## config.mk

```make
export PLATFORM = sky130hd
export DESIGN_NAME = elevator_scheduler_flat
export DESIGN_NICKNAME = d
export VERILOG_FILES = /design/src/rtl/elevator_pkg.sv /design/src/rtl/elevator_scheduler_if.sv /design/src/rtl/elevator_timer.sv /design/src/rtl/elevator_scheduler.sv /design/src/flat_wrapper.sv
export SDC_FILE = /design/constraint.sdc
export NUM_CORES = 1
export LEC_CHECK = 0
export CORE_ASPECT_RATIO = 1.75
export CORE_MARGIN = 4
export CORE_UTILIZATION = 59
export DETAILED_ROUTE_END_ITERATION = 7
export GPL_ROUTABILITY_DRIVEN = 0
export GPL_TIMING_DRIVEN = 1
export PLACE_DENSITY = 0.79
export SLEW_MARGIN = 20
export SYNTH_ARGS = -nofsm -noshare
export SYNTH_HDL_FRONTEND = slang
export SYNTH_SLANG_ARGS = --single-unit
```

## constraint.sdc

```tcl
create_clock -name clk -period 2.3 [get_ports clk]
set_input_delay 0.46 -clock clk [delete_from_list [all_inputs] [get_ports clk]]
set_output_delay 0.46 -clock clk [all_outputs]
set_load 0.05 [all_outputs]
```

## src/rtl/elevator_pkg.sv

```systemverilog
// Shared types and default constants for the elevator scheduler.
package elevator_pkg;

  typedef enum logic [1:0] {
    IDLE = 2'd0,
    MOVE = 2'd1,
    DOOR = 2'd2
  } state_t;

  localparam int FLOORS_DEF        = 4;
  localparam int TRAVEL_CYCLES_DEF = 50_000_000;
  localparam int DOOR_CYCLES_DEF   = 100_000_000;

endpackage

```

## src/rtl/elevator_scheduler_if.sv

```systemverilog
// Switch-side / display-side signal bundle of the elevator scheduler.
// master: the request source and display consumer; slave: the scheduler.
interface elevator_scheduler_if #(
  parameter int FLOORS  = 4,
  parameter int FLOOR_W = 2
);
  logic [FLOORS-1:0]  req;
  logic [FLOOR_W-1:0] cur_floor;
  logic               dir_up;
  logic               moving;
  logic               door_open;
  logic [FLOORS-1:0]  pending;

  modport master (
    output req,
    input  cur_floor, dir_up, moving, door_open, pending
  );

  modport slave (
    input  req,
    output cur_floor, dir_up, moving, door_open, pending
  );
endinterface

```

## src/rtl/elevator_timer.sv

```systemverilog
// Up-counter timing floor travel and door dwell. done pulses while the
// count sits at limit-1; the counter wraps to 0 on that edge.
module elevator_timer #(
  parameter int CNT_W = 27
) (
  input  logic             clk,
  input  logic             rst_n,
  input  logic             clr,
  input  logic             en,
  input  logic [CNT_W-1:0] limit,
  output logic             done
);
  logic [CNT_W-1:0] cnt;

  assign done = en && (cnt == limit - 1'b1);

  // Count while enabled, wrap at the terminal count, clear on request.
  always_ff @(posedge clk or negedge rst_n) begin
    if (!rst_n) begin
      cnt <= '0;
    end else if (clr) begin
      cnt <= '0;
    end else if (en) begin
      if (done) cnt <= '0;
      else      cnt <= cnt + 1'b1;
    end
  end
endmodule

```

## src/rtl/elevator_scheduler.sv

```systemverilog
// Collective (SCAN) elevator scheduler: latches floor calls, moves the car
// while calls remain ahead, reverses when only calls behind remain, and
// times travel between floors and door dwell.
module elevator_scheduler
  import elevator_pkg::*;
#(
  parameter int FLOORS        = FLOORS_DEF,
  parameter int FLOOR_W       = 2,
  parameter int TRAVEL_CYCLES = TRAVEL_CYCLES_DEF,
  parameter int DOOR_CYCLES   = DOOR_CYCLES_DEF,
  parameter int CNT_W         = 27
) (
  input  logic                 clk,
  input  logic                 rst_n,
  elevator_scheduler_if.slave  bus
);

  state_t             state, state_nxt;
  logic [FLOOR_W-1:0] floor_r, floor_nxt, floor_step, ev_floor;
  logic               dir_r, dir_nxt;
  logic [FLOORS-1:0]  pend_r, pend_nxt;
  logic               moving_r, door_r;
  logic [FLOORS-1:0]  up_mask, dn_mask;
  logic               hit, any_up, any_dn, ahead, behind, run_d;
  logic               tmr_clr, tmr_en, tmr_done;
  logic [CNT_W-1:0]   tmr_limit;

  function automatic logic [FLOORS-1:0] above_mask(input logic [FLOOR_W-1:0] f);
    logic [FLOORS-1:0] m;
    for (int i = 0; i < FLOORS; i++) m[i] = (i > int'(f));
    return m;
  endfunction

  function automatic logic [FLOORS-1:0] below_mask(input logic [FLOOR_W-1:0] f);
    logic [FLOORS-1:0] m;
    for (int i = 0; i < FLOORS; i++) m[i] = (i < int'(f));
    return m;
  endfunction

  // Evaluate the decision rule on the registered requests. In MOVE the
  // rule looks at the floor being arrived at, otherwise at the current one.
  always_comb begin
    floor_step = dir_r ? floor_r + 1'b1 : floor_r - 1'b1;
    ev_floor   = (state == MOVE) ? floor_step : floor_r;
    up_mask    = above_mask(ev_floor);
    dn_mask    = below_mask(ev_floor);
    hit        = pend_r[ev_floor];
    any_up     = |(pend_r & up_mask);
    any_dn     = |(pend_r & dn_mask);
    ahead      = dir_r ? any_up : any_dn;
    behind     = dir_r ? any_dn : any_up;
  end

  // Next-state, floor, direction and request-latch logic.
  always_comb begin
    state_nxt = state;
    floor_nxt = floor_r;
    dir_nxt   = dir_r;
    run_d     = 1'b0;
    case (state)
      IDLE: run_d = 1'b1;
      MOVE: begin
        if (tmr_done) begin
          floor_nxt = floor_step;
          run_d     = 1'b1;
        end
      end
      DOOR: if (tmr_done) state_nxt = IDLE;
      default: state_nxt = IDLE;
    endcase
    if (run_d) begin
      if (hit) begin
        state_nxt = DOOR;
      end else if (ahead) begin
        state_nxt = MOVE;
      end else if (behind) begin
        state_nxt = MOVE;
        dir_nxt   = ~dir_r;
      end else begin
        state_nxt = IDLE;
      end
    end
    // A call at the open floor is dropped even if its switch is still held.
    pend_nxt = pend_r | bus.req;
    if (state_nxt == DOOR || state == DOOR) pend_nxt[floor_nxt] = 1'b0;
  end

  assign tmr_en    = (state != IDLE);
  assign tmr_clr   = (state_nxt != state);
  assign tmr_limit = (state == DOOR) ? CNT_W'(DOOR_CYCLES) : CNT_W'(TRAVEL_CYCLES);

  elevator_timer #(.CNT_W(CNT_W)) u_timer (
    .clk   (clk),
    .rst_n (rst_n),
    .clr   (tmr_clr),
    .en    (tmr_en),
    .limit (tmr_limit),
    .done  (tmr_done)
  );

  // State, position, direction, requests and decoded status flags.
  always_ff @(posedge clk or negedge rst_n) begin
    if (!rst_n) begin
      state    <= IDLE;
      floor_r  <= '0;
      dir_r    <= 1'b1;
      pend_r   <= '0;
      moving_r <= 1'b0;
      door_r   <= 1'b0;
    end else begin
      state    <= state_nxt;
      floor_r  <= floor_nxt;
      dir_r    <= dir_nxt;
      pend_r   <= pend_nxt;
      moving_r <= (state_nxt == MOVE);
      door_r   <= (state_nxt == DOOR);
    end
  end

  assign bus.cur_floor = floor_r;
  assign bus.dir_up    = dir_r;
  assign bus.moving    = moving_r;
  assign bus.door_open = door_r;
  assign bus.pending   = pend_r;

endmodule

```

## src/flat_wrapper.sv

```systemverilog
// flat-port wrapper written by rule: the top's interface ports become plain ports
module elevator_scheduler_flat import elevator_pkg::*;
#(
  parameter int FLOORS        = FLOORS_DEF,
  parameter int FLOOR_W       = 2,
  parameter int TRAVEL_CYCLES = TRAVEL_CYCLES_DEF,
  parameter int DOOR_CYCLES   = DOOR_CYCLES_DEF,
  parameter int CNT_W         = 27
)
  (clk, rst_n, bus_req, bus_cur_floor, bus_dir_up, bus_moving, bus_door_open, bus_pending);
  elevator_scheduler_if #(.FLOORS(FLOORS), .FLOOR_W(FLOOR_W)) bus_i ();
  input  logic clk;
  input  logic rst_n;
  input wire logic [$bits(bus_i.req)-1:0] bus_req;
  output wire logic [$bits(bus_i.cur_floor)-1:0] bus_cur_floor;
  output wire logic [$bits(bus_i.dir_up)-1:0] bus_dir_up;
  output wire logic [$bits(bus_i.moving)-1:0] bus_moving;
  output wire logic [$bits(bus_i.door_open)-1:0] bus_door_open;
  output wire logic [$bits(bus_i.pending)-1:0] bus_pending;
  assign bus_i.req = bus_req;
  assign bus_cur_floor = bus_i.cur_floor;
  assign bus_dir_up = bus_i.dir_up;
  assign bus_moving = bus_i.moving;
  assign bus_door_open = bus_i.door_open;
  assign bus_pending = bus_i.pending;
  elevator_scheduler #(.FLOORS(FLOORS), .FLOOR_W(FLOOR_W), .TRAVEL_CYCLES(TRAVEL_CYCLES), .DOOR_CYCLES(DOOR_CYCLES), .CNT_W(CNT_W)) u_core (.clk(clk), .rst_n(rst_n), .bus(bus_i));
endmodule
```

==> results of run 1 <==
flip-flops by register name, indices dropped and copies added (netlist names):
register / flops
u_core.bus.pending: 4
u_core.bus.moving: 1
u_core.bus.dir_up: 1
u_core.u_timer.cnt: 27
u_core.bus.door_open: 1
u_core.bus.cur_floor: 2
u_core.state: 2
cells in the mapped netlist (all sizes together), types with 2 or more instances:
master / number
dfrtp: 37
o31ai: 3
nand4: 5
clkbuf: 2
nor2: 32
nand3b: 2
nor3b: 2
o211a: 3
nor3: 7
o22a: 4
and3: 5
a21oi: 20
nand3: 13
nor2b: 5
and4: 4
nand2: 24
xnor2: 9
o21ai: 7
buf: 13
or2: 2
a31oi: 3
nand2b: 6
o211ai: 2
xor2: 18
inv: 3
a211oi: 3
logic make-up after synthesis:
group,share of synthesized area
simple gates,0.2590
compound gates,0.1735
flops,0.4014
xor+xnor,0.09968
buf+inv,0.05221
mux,0.008966
fa+ha+maj,0.005273
worst max path at each step:
stage                                             from                            endpoint  slack (ns)  cells after the start
floorplan            u_core.bus.cur_floor[0]$_DFF_PN0_  u_core.u_timer.cnt[10]$_DFFE_PN0P_        0.03                      9
global placement    u_core.u_timer.cnt[11]$_DFFE_PN0P_     u_core.bus.pending[1]$_DFF_PN0_        0.10                      7
detailed placement  u_core.u_timer.cnt[11]$_DFFE_PN0P_     u_core.bus.pending[0]$_DFF_PN0_        0.03                      7
CTS                 u_core.u_timer.cnt[11]$_DFFE_PN0P_     u_core.bus.pending[0]$_DFF_PN0_       0.009                      7
global route                 u_core.state[0]$_DFF_PN0_   u_core.u_timer.cnt[5]$_DFFE_PN0P_        0.02                      8
finish                   u_core.bus.dir_up$_DFFE_PN1P_                          bus_dir_up        0.12                      1
where the power goes:
part / switching [mW] / internal (mW) / total [mW]
sequential: 0.0917 / 0.744 / 0.835
clock: 0.228 / 0.242 / 0.470
combinational: 0.662 / 0.430 / 1.09
total: 0.982 / 1.42 / 2.40
routing by layer:
| layer | part of all wire | track usage | vias to the layer above |
|---|---|---|---|
| li1 | - | - | 964 |
| met1 | 0.37 | 0.2260 | 1002 |
| met2 | 0.55 | 0.4091 | 70 |
| met3 | 0.037 | 0.04366 | 27 |
| met4 | 0.047 | 0.1366 | 0 |
| met5 | 0 | 0 | - |
timing repair:
item	in CTS	in global routing
setup endpoints to repair	0	31
setup buffers	0	1
gates resized for setup	0	5
through the flow:
stage / power (mW) / util / hold slack (ns) / setup slack [ns] / std cells
after global routing: 2.546 / 0.7087 / 0.3351 / 0.01607 / 335
after floorplan: 1.614 / - / 0.1644 / 0.02755 / 257
final: 2.398 / 0.7087 / 0.2757 / 0.1232 / 335
after global placement: 1.909 / 0.6806 / 0.5186 / 0.1037 / 326
after CTS: 2.397 / 0.7042 / 0.2924 / 0.009092 / 334
after detailed placement: 1.921 / 0.6806 / 0.5361 / 0.02977 / 326
cell type report:
| cell class | instances | area [um^2] |
|---|---|---|
| sequential | 38 | 954.7 |
| fill | 317 | 1126 |
| timing repair buffer | 37 | 315.3 |
| multi-input combinational | 200 | 1304 |
| inverter | 4 | 15.01 |
| clock inverter | 1 | 5.005 |
| clock buffer | 7 | 86.33 |
| tap | 48 | 60.06 |
==> flow_metrics.tcl, run 1 <==
set metrics [dict create \
    final_area_mm2 0.002740 \
    rsz0062_at_grt "no" \
    cts-root-buf "clkbuf_8" \
    cp_data_required_time_ns 1.84 \
    dr.pass1.iters 4 \
    rr_startpoint "u_core.state[1]$_DFF_PN0_" \
    clock-sinks 38 \
    cpLargestDelayFamily "buffers and inverters" \
    initial_core_util 0.6136 \
    die_w_um 55.94 \
    synth_edf_count 0 \
    ys_types 58 \
    powerDensity_mw_per_mm2 875.0 \
    yosysTopAreaCellShare 0.3903 \
    path_class "flop to primary output" \
    routedWlPerCell_um 16.17 \
    reg2regPathDepth 9 \
    drc_errors 0 \
    clk_latency_ns 0.29 \
    routed_wl_um 5418 \
    synthFlopType "dfrtp_1" \
    viasPerCell 6.158 \
    grt_antenna_before_repair 0 \
    die_h_um 91.89 \
    htreeDepth 2 \
    dieArea_mm2 0.005140 \
    hold_viol 0 \
    port_buffers 14 \
    clockBufferDepth 2 \
    tightest_slew_ns 0.8391 \
    fmax_mhz 459.4 \
    grt_pass1_vias 2095 \
    cpPeakStageDelay_ns 0.82 \
    grt_overflow_total 0 \
    worstPathArrival_ns 1.72 \
    ys_top_cells_by_area "dfrtp_1 (39%), xor2_1 (6.6%), nor2_1 (5.1%)" \
    finalMaxSlewViolations 0 \
    grt_pass1_wl_um 9142 \
    p_leak_nw 1.162 \
    mostFrequentLayoutCells "dfrtp_1 (35), nor2_1 (32), buf_4 (24), nand2_1 (23), a21oi_1 (20)" \
    cts_buffers 5 \
    synth.avg_cell_area_um2 9.231 \
    ys_ff_latch 38 \
    core-area_mm2 0.003866 \
    grt_max_degree 39 \
    end_kind "primary output" \
    rows 30 \
    synth_area_mm2 0.002372 \
    reg2reg_to "u_core.u_timer.cnt[8]$_DFFE_PN0P_" \
    syn_to_final_growth_pct 15.51 \
    final_layout_size_suffix_gt1_frac 0.1812 \
    drv_cap 0 \
    dp_hpwl_um 3958 \
    critPathLaunchType "flop" \
    ys_seq_area_frac 0.4014 \
    async_reset_ff_frac 1.000 \
    min_period_over_period 0.9464 \
    min_path_type "primary input to asynchronous set/reset pin" \
    cts_tree "built" \
    antennaDiodeCount 0 \
    nets 293 \
    postSynthNetCount 264 \
    vias 2063 \
    slew_headroom 0.4406 \
    path_cells "clkdlybuf4s50_1" \
    cts_hold_buffers 0 \
    path_max_fanout 7 \
    fin_tns_setup_ns 0 \
    drt_iter0_drc 74 \
    antenna_left 0 \
    placed_area_mm2 0.002631 \
    gr-usage-all-layers 0.2231 \
    synthCells 257 \
    slowest_stage "clkdlybuf4s50_1" \
    final_common_cell "dfrtp_1" \
    period_minus_slack_ns 2.177 \
    fin_skew_ns 0.01120 \
    status "complete, no violations" \
    vdd_ir_drop_max_mv 0.6434 \
    regToRegSetupSlack_ns 0.14 \
    ios 15 \
    cp.buffers_inverters 1 \
    synth_warnings 0 \
    clkTransAtPathRegs_ns 0.08 \
    yosysTopAreaCell "dfrtp_1" \
    finalSetupViolCount 0 \
]
No activity file was read; power rests on OpenSTA's default activity.
==> run 2: changes to the inputs <==
ABC_AREA = 1   (was unset)
CORE_UTILIZATION = 60   (was 59)
PLACE_DENSITY = unset   (was 0.79)
PLACE_DENSITY_LB_ADDON = 0.25   (was unset)
SYNTH_HIERARCHICAL = 1   (was unset)
==> run 2 against run 1 <==
The run now ends with design-rule violations, negative setup slack left. Combinational power fell by 86%. Critical path depth rose by 26. Routed wire length rose to 3.4 times the previous value. Utilization rose by 18 points.
==> flow_metrics.tcl, run 2 <==
set metrics [dict create \
    mostFrequentLayoutCells "nand2_1 (162), buf_4 (85), nor2_1 (60), inv_1 (57), conb_1 (54)" \
    clkTransAtPathRegs_ns 0.11 \
    tightest_slew_ns 0.5854 \
    cts_hold_buffers 0 \
    synthCells 560 \
    synthFlopType "dfrtp_1" \
    yosysTopAreaCell "dfrtp_1" \
    placed_area_mm2 0.004544 \
    ys_top_cells_by_area "dfrtp_1 (26%), nand2_1 (18%), nor2_1 (7.3%)" \
    ys_ff_latch 38 \
    fmax_mhz 255.9 \
    ios 15 \
    rsz0062_at_grt "yes" \
    powerDensity_mw_per_mm2 262.9 \
    clockBufferDepth 2 \
    htreeDepth 2 \
    synth_area_mm2 0.003620 \
    finalSetupViolCount 38 \
    drc_errors 42 \
    largest_reg_flops 27 \
    clk_latency_ns 0.34 \
    synth_edf_count 0 \
    gr-usage-all-layers 0.3619 \
    routed_wl_um 18220 \
    grt_antenna_before_repair 1 \
    syn_to_final_growth_pct 44.14 \
    cp_data_required_time_ns 2.53 \
    grt_pass1_wl_um 20510 \
    path_max_fanout 7 \
    grt_max_degree 28 \
    ys_types 36 \
    slew_headroom 0.6097 \
    core-area_mm2 0.005879 \
    drv_cap 0 \
    critPathLaunchType "flop" \
    rows 37 \
    synth_common_cells "nand2_1 (175), nor2_1 (70), inv_1 (63)" \
    cts_buffers 5 \
    dr.pass1.iters 8 \
    port_buffers 14 \
    viasPerCell 6.390 \
    final_common_cell "nand2_1" \
    antenna_left 0 \
    die_h_um 110.8 \
    n_fill_cell 272 \
    nets 731 \
    hold_viol 0 \
    post-route-util 0.8874 \
    worstPathArrival_ns 4.14 \
    die_w_um 66.72 \
    final_area_mm2 0.005218 \
    vdd_ir_drop_max_mv 0.3851 \
    fin_skew_ns 0.02841 \
    initial_core_util 0.6157 \
    async_reset_ff_frac 1.000 \
    synth_warnings 6 \
    dieArea_mm2 0.007389 \
    drt_iter0_drc 997 \
    violations "design-rule violations, negative setup slack" \
    status "finished with violations" \
    period_minus_slack_ns 3.908 \
    path_class "flop to flop" \
    end_kind "flop" \
    grt_pass1_vias 4461 \
    fin_ws_ns -1.608 \
    grt_overflow_total 0 \
    p_leak_nw 2.580 \
    min_period_over_period 1.699 \
    vias 5131 \
    ys_seq_area_frac 0.2630 \
    top_register "u_core/u_timer/cnt" \
    cts-root-buf "clkbuf_8" \
    synth.avg_cell_area_um2 6.464 \
    yosysTopAreaCellShare 0.2558 \
    routedWlPerCell_um 22.69 \
    clock-sinks 38 \
    finalMaxSlewViolations 0 \
    dp_hpwl_um 7912 \
    synth.most_common_cell "nand2_1" \
    min_path_type "primary input to asynchronous set/reset pin" \
    cts_tree "built" \
    final_layout_size_suffix_gt1_frac 0.3025 \
]
run 2: cell types whose count changed after synthesis, moves of 7 or more:
cell | previous run | this run
nand2_1 | 23 | 175
nand2_2 | 1 | 10
nand4_1 | 5 | 15
nand3_1 | 13 | 36
a21oi_1 | 20 | 1
inv_1 | 3 | 63
o21ai_0 | 5 | 15
xnor2_1 | 9 | 19
nor2_2 | 0 | 7
nor2_1 | 32 | 70
o21ai_2 | 1 | 20
run 2: cell families after synthesis:
kind of cell               share of synthesized area
AOI/OAI and AO/OA                            0.09229
and+or+nand+nor                               0.4345
DFF                                           0.2631
adders and majority gates                   0.006912
other                                       0.002075
buffers and inverters                        0.09955
xor gates and xnor gates                      0.1016
run 2: path summary, 6_finish.rpt:
path                                          startpoint  cells after the start  slack, ns                                 end
min                                                rst_n                      1       0.11           u_core/state[0]$_DFF_PN0_
max in group asynchronous                          rst_n                      2       1.58   u_core/u_timer/cnt[1]$_DFFE_PN0P_
max reg2reg                    u_core/state[0]$_DFF_PN0_                     27      -1.61  u_core/u_timer/cnt[22]$_DFFE_PN0P_
min reg2reg                u_core/bus.dir_up$_DFFE_PN1P_                      2       0.59       u_core/bus.dir_up$_DFFE_PN1P_
min in group clk           u_core/bus.dir_up$_DFFE_PN1P_                      2       0.59       u_core/bus.dir_up$_DFFE_PN1P_
max                            u_core/state[0]$_DFF_PN0_                     27      -1.61  u_core/u_timer/cnt[22]$_DFFE_PN0P_
run 2: repair_timing:
item | 4_1_cts | 5_1_grt
setup buffers | 20 | 16
resized for setup | 41 | 34
gates cloned | 1 | 1
setup endpoints to repair | 38 | 38
pin swaps | 6 | 32
run 2: worst max-delay path, stage by stage (launching register included):
cell       delay, ns
dfrtp_2         0.45
buf_4           0.14
buf_4           0.16
inv_1           0.07
nand2_1         0.12
nand3_1         0.10
nor2_1          0.14
nand2_1         0.09
nor2_2          0.27
nand2_1         0.10
nor2_1          0.18
nand2_1         0.13
nor2_2          0.17
nand3_2         0.11
inv_2           0.12
inv_4           0.06
nor2_4          0.14
inv_2           0.08
nand2_4         0.12
nand3_4         0.09
nand2_2         0.08
inv_1           0.08
nand3_4         0.10
nor2_4          0.07
nor2_4          0.16
nand2_4         0.13
clkbuf_16       0.19
o21ai_2         0.14
run 2: metrics by stage:
stage	setup slack (ns)	setup TNS (ns)	power [mW]	instances	hold WS, ns
global route	-1.707	-59.09	1.409	803	0.1395
CTS	-0.7678	-23.83	1.286	786	0.1481
detailed placement	-0.8835	-26.59	0.7954	757	0.4810
finish	-1.608	-54.82	1.372	803	0.1090
floorplan	-1.156	-35.81	0.7591	612	0.1644
global placement	-0.7150	-21.03	0.7932	757	0.4743
run 2: layout make-up:
| type | count | area [um^2] | share of cell area |
|---|---|---|---|
| flip-flops and latches | 38 | 953.4 | 0.1827 |
| well taps | 78 | 97.59 | 0.01871 |
| inverters | 68 | 261.5 | 0.05012 |
| repair buffers | 118 | 1027 | 0.1969 |
| diodes | 1 | 2.502 | 0.0004796 |
| multi-input cells | 492 | 2780 | 0.5329 |
| clock inverters | 2 | 12.51 | 0.002398 |
| clock buffers | 6 | 82.58 | 0.01583 |
run 2: where the power goes:
part	switching, mW	total [mW]	internal [mW]	leakage (nW)
Sequential	0.000000000000000205	0.668	0.668	0.480
Combinational	0.110	0.155	0.0450	2.05
Clock	0.307	0.549	0.242	0.0472
Total	0.417	1.37	0.955	2.58
run 2: per-layer routing:
metal | vias to the layer above | track usage | wire length, um
li1 | 2038 | - | -
met1 | 2243 | 0.3493 | 5354
met2 | 571 | 0.6207 | 8013
met3 | 277 | 0.09533 | 2466
met4 | 2 | 0.2782 | 2340
met5 | - | 0 | 46
==> run 3: changes to the inputs <==
SETUP_SLACK_MARGIN = 0.2   (was unset)
==> run 3 against run 2 <==
The run ends with negative setup slack left. Critical endpoint is now u_core/u_timer/cnt[0]$_DFFE_PN0P_. Largest cell class unchanged. Highest routed layer unchanged. Register-to-register slack about the same. Routed wire length fell by 5.9%. Clock power shrank 5.3%.
==> flow_metrics.tcl, run 3 (same netlist as run 2, synthesis figures left out) <==
set metrics [dict create \
    finalSetupViolCount 38 \
    min_period_over_period 1.704 \
    p_leak_nw 2.589 \
    power.total_mw 1.344 \
    cts-root-buf "clkbuf_8" \
    period_minus_slack_ns 3.919 \
    fmax_mhz 255.2 \
    finalMaxSlewViolations 0 \
    met3WireLength_um 2209 \
    grt_antenna_before_repair 1 \
    gr-usage-all-layers 0.3644 \
    powerDensity_mw_per_mm2 257.5 \
    clkTransAtPathRegs_ns 0.09 \
    switchingPower_mw 0.3873 \
    dieArea_mm2 0.007389 \
    syn_to_final_growth_pct 44.21 \
    largest_reg_flops 27 \
    die_w_um 66.72 \
    cts_tree "built" \
    rsz0062_at_grt "yes" \
    dp_hpwl_um 7912 \
    grt_pass1_wl_um 20560 \
    final_layout_size_suffix_gt1_frac 0.3084 \
    ios 15 \
    drc_errors 0 \
    power_frac_clock 0.387 \
    path_max_fanout 7 \
    reg2regPathDepth 24 \
    hold_viol 0 \
    antennaDiodeCount 0 \
    routed_wl_um 17150 \
    reg2reg_to "u_core/u_timer/cnt[0]$_DFFE_PN0P_" \
    nets 730 \
    violations "negative setup slack" \
    swShare 0.2882 \
    path_common_cell "nand2_1" \
    critPathLaunchType "flop" \
    vias 4942 \
    rows 37 \
    top_register "u_core/u_timer/cnt" \
    fin_skew_ns 0.007883 \
    port_buffers 14 \
    p_int_mw 0.9568 \
    power_frac_comb 0.116 \
    grt_overflow_total 0 \
    routedWlPerCell_um 21.41 \
    multi_input_area_mm2 0.002799 \
    tightest_slew_ns 0.5604 \
    grt_max_degree 28 \
    path_class "flop to flop" \
    die_h_um 110.8 \
    drv_cap 0 \
    mostFrequentLayoutCells "nand2_1 (162), buf_4 (86), nor2_1 (60), inv_1 (55), conb_1 (54)" \
    fin_ws_ns -1.619 \
    cpPeakStageDelay_ns 0.42 \
    clk_latency_ns 0.31 \
    vdd_ir_drop_max_mv 0.4670 \
    cp_data_required_time_ns 2.53 \
    slowest_stage "dfrtp_1" \
    path_cells "inv_2, nor2_4, clkinvlp_4, nor2_4, nand2_1, o21ai_0, nand2_1, nand2_1, nor2_1, nand2_1, nor2_2, nand3_2, inv_2, buf_4, buf_4, o21ai_2, nand2_1, inv_1, nand3_4, buf_6, nor2_4, nand2_4, buf_6, a21oi_4" \
    worstPathArrival_ns 4.15 \
    antenna_left 0 \
    status "finished with violations" \
    n_fill_cell 267 \
    initial_core_util 0.6157 \
    clockBufferDepth 2 \
    wl_met1_um 5104 \
    wl_met2_um 7871 \
    core-area_mm2 0.005879 \
    final_common_cell "nand2_1" \
    regArea_um2 953.4 \
    post-route-util 0.8878 \
    dr.pass1.iters 8 \
    regToRegSetupSlack_ns -1.62 \
    cts_buffers 5 \
    min_path_type "primary input to asynchronous set/reset pin" \
    end_kind "flop" \
    rr_startpoint "u_core/state[1]$_DFF_PN0_" \
    p_seq_frac 0.497 \
    htreeDepth 2 \
    drt_iter0_drc 841 \
    cts_hold_buffers 0 \
    topRoutingLayerUsed "met5" \
    grt_pass1_vias 4490 \
    clock-sinks 38 \
    slew_headroom 0.6264 \
    viasPerCell 6.170 \
]
run 3: how the worst max path moves through the flow:
stage	from	to	slack (ns)	cells past startpoint
floorplan	u_core/state[0]$_DFF_PN0_	u_core/u_timer/cnt[14]$_DFFE_PN0P_	-1.16	25
CTS	u_core/state[1]$_DFF_PN0_	u_core/u_timer/cnt[18]$_DFFE_PN0P_	-0.77	27
global placement	u_core/state[0]$_DFF_PN0_	u_core/u_timer/cnt[16]$_DFFE_PN0P_	-0.72	26
finish	u_core/state[1]$_DFF_PN0_	u_core/u_timer/cnt[0]$_DFFE_PN0P_	-1.62	24
detailed placement	u_core/state[1]$_DFF_PN0_	u_core/u_timer/cnt[0]$_DFFE_PN0P_	-0.88	28
global route	u_core/state[1]$_DFF_PN0_	u_core/u_timer/cnt[0]$_DFFE_PN0P_	-1.99	24
run 3: through the flow:
stage	instance area (um^2)	cells	setup WS (ns)	hold slack, ns	TNS (ns)
2_1_floorplan	3886	612	-1.156	0.1644	-35.81
3_3_place_gp	4544	757	-0.7150	0.4743	-21.03
3_5_place_dp	4544	757	-0.8835	0.4810	-26.59
4_1_cts	4938	786	-0.7678	0.1481	-23.82
5_1_grt	5220	801	-1.990	0.1603	-68.23
6_report	5220	801	-1.619	0.1336	-55.48
run 3: power by group through the flow:
stage / Sequential (mW) / Clock [mW] / Combinational (mW)
3_3_place_gp: 0.681 / 0 / 0.112
2_1_floorplan: 0.681 / 0 / 0.0781
5_1_grt: 0.668 / 0.545 / 0.172
3_5_place_dp: 0.681 / 0 / 0.115
4_1_cts: 0.668 / 0.502 / 0.116
6_report: 0.667 / 0.520 / 0.157
run 3: what timing repair did:
item	CTS	global route
buffers inserted	20	14
gates resized for setup	43	36
setup endpoints to repair	39	39
gates cloned	1	1
hold endpoints to repair	0	0
pin swaps	7	23
run 3: layout make-up:
class	count	share of cell area
Multi-Input combinational cell	492	0.5362
Timing Repair Buffer	117	0.1942
Sequential cell	38	0.1826
Inverter	68	0.05010
Tap cell	78	0.01870
Clock buffer	6	0.01582
Clock inverter	2	0.002397
run 3: worst max-delay path, delay by kind of cell (launching register included):
family | cells | cell delay, ns
compound gates | 3 | 0.67
simple gates | 13 | 1.70
flops | 1 | 0.42
buf+inv | 8 | 1.06
run 3: routing by layer:
layer / vias up / GRT usage
met2: 474 / 0.6227
li1: 2027 / -
met1: 2238 / 0.3340
met4: 2 / 0.2944
met5: - / 0.03906
met3: 201 / 0.1116
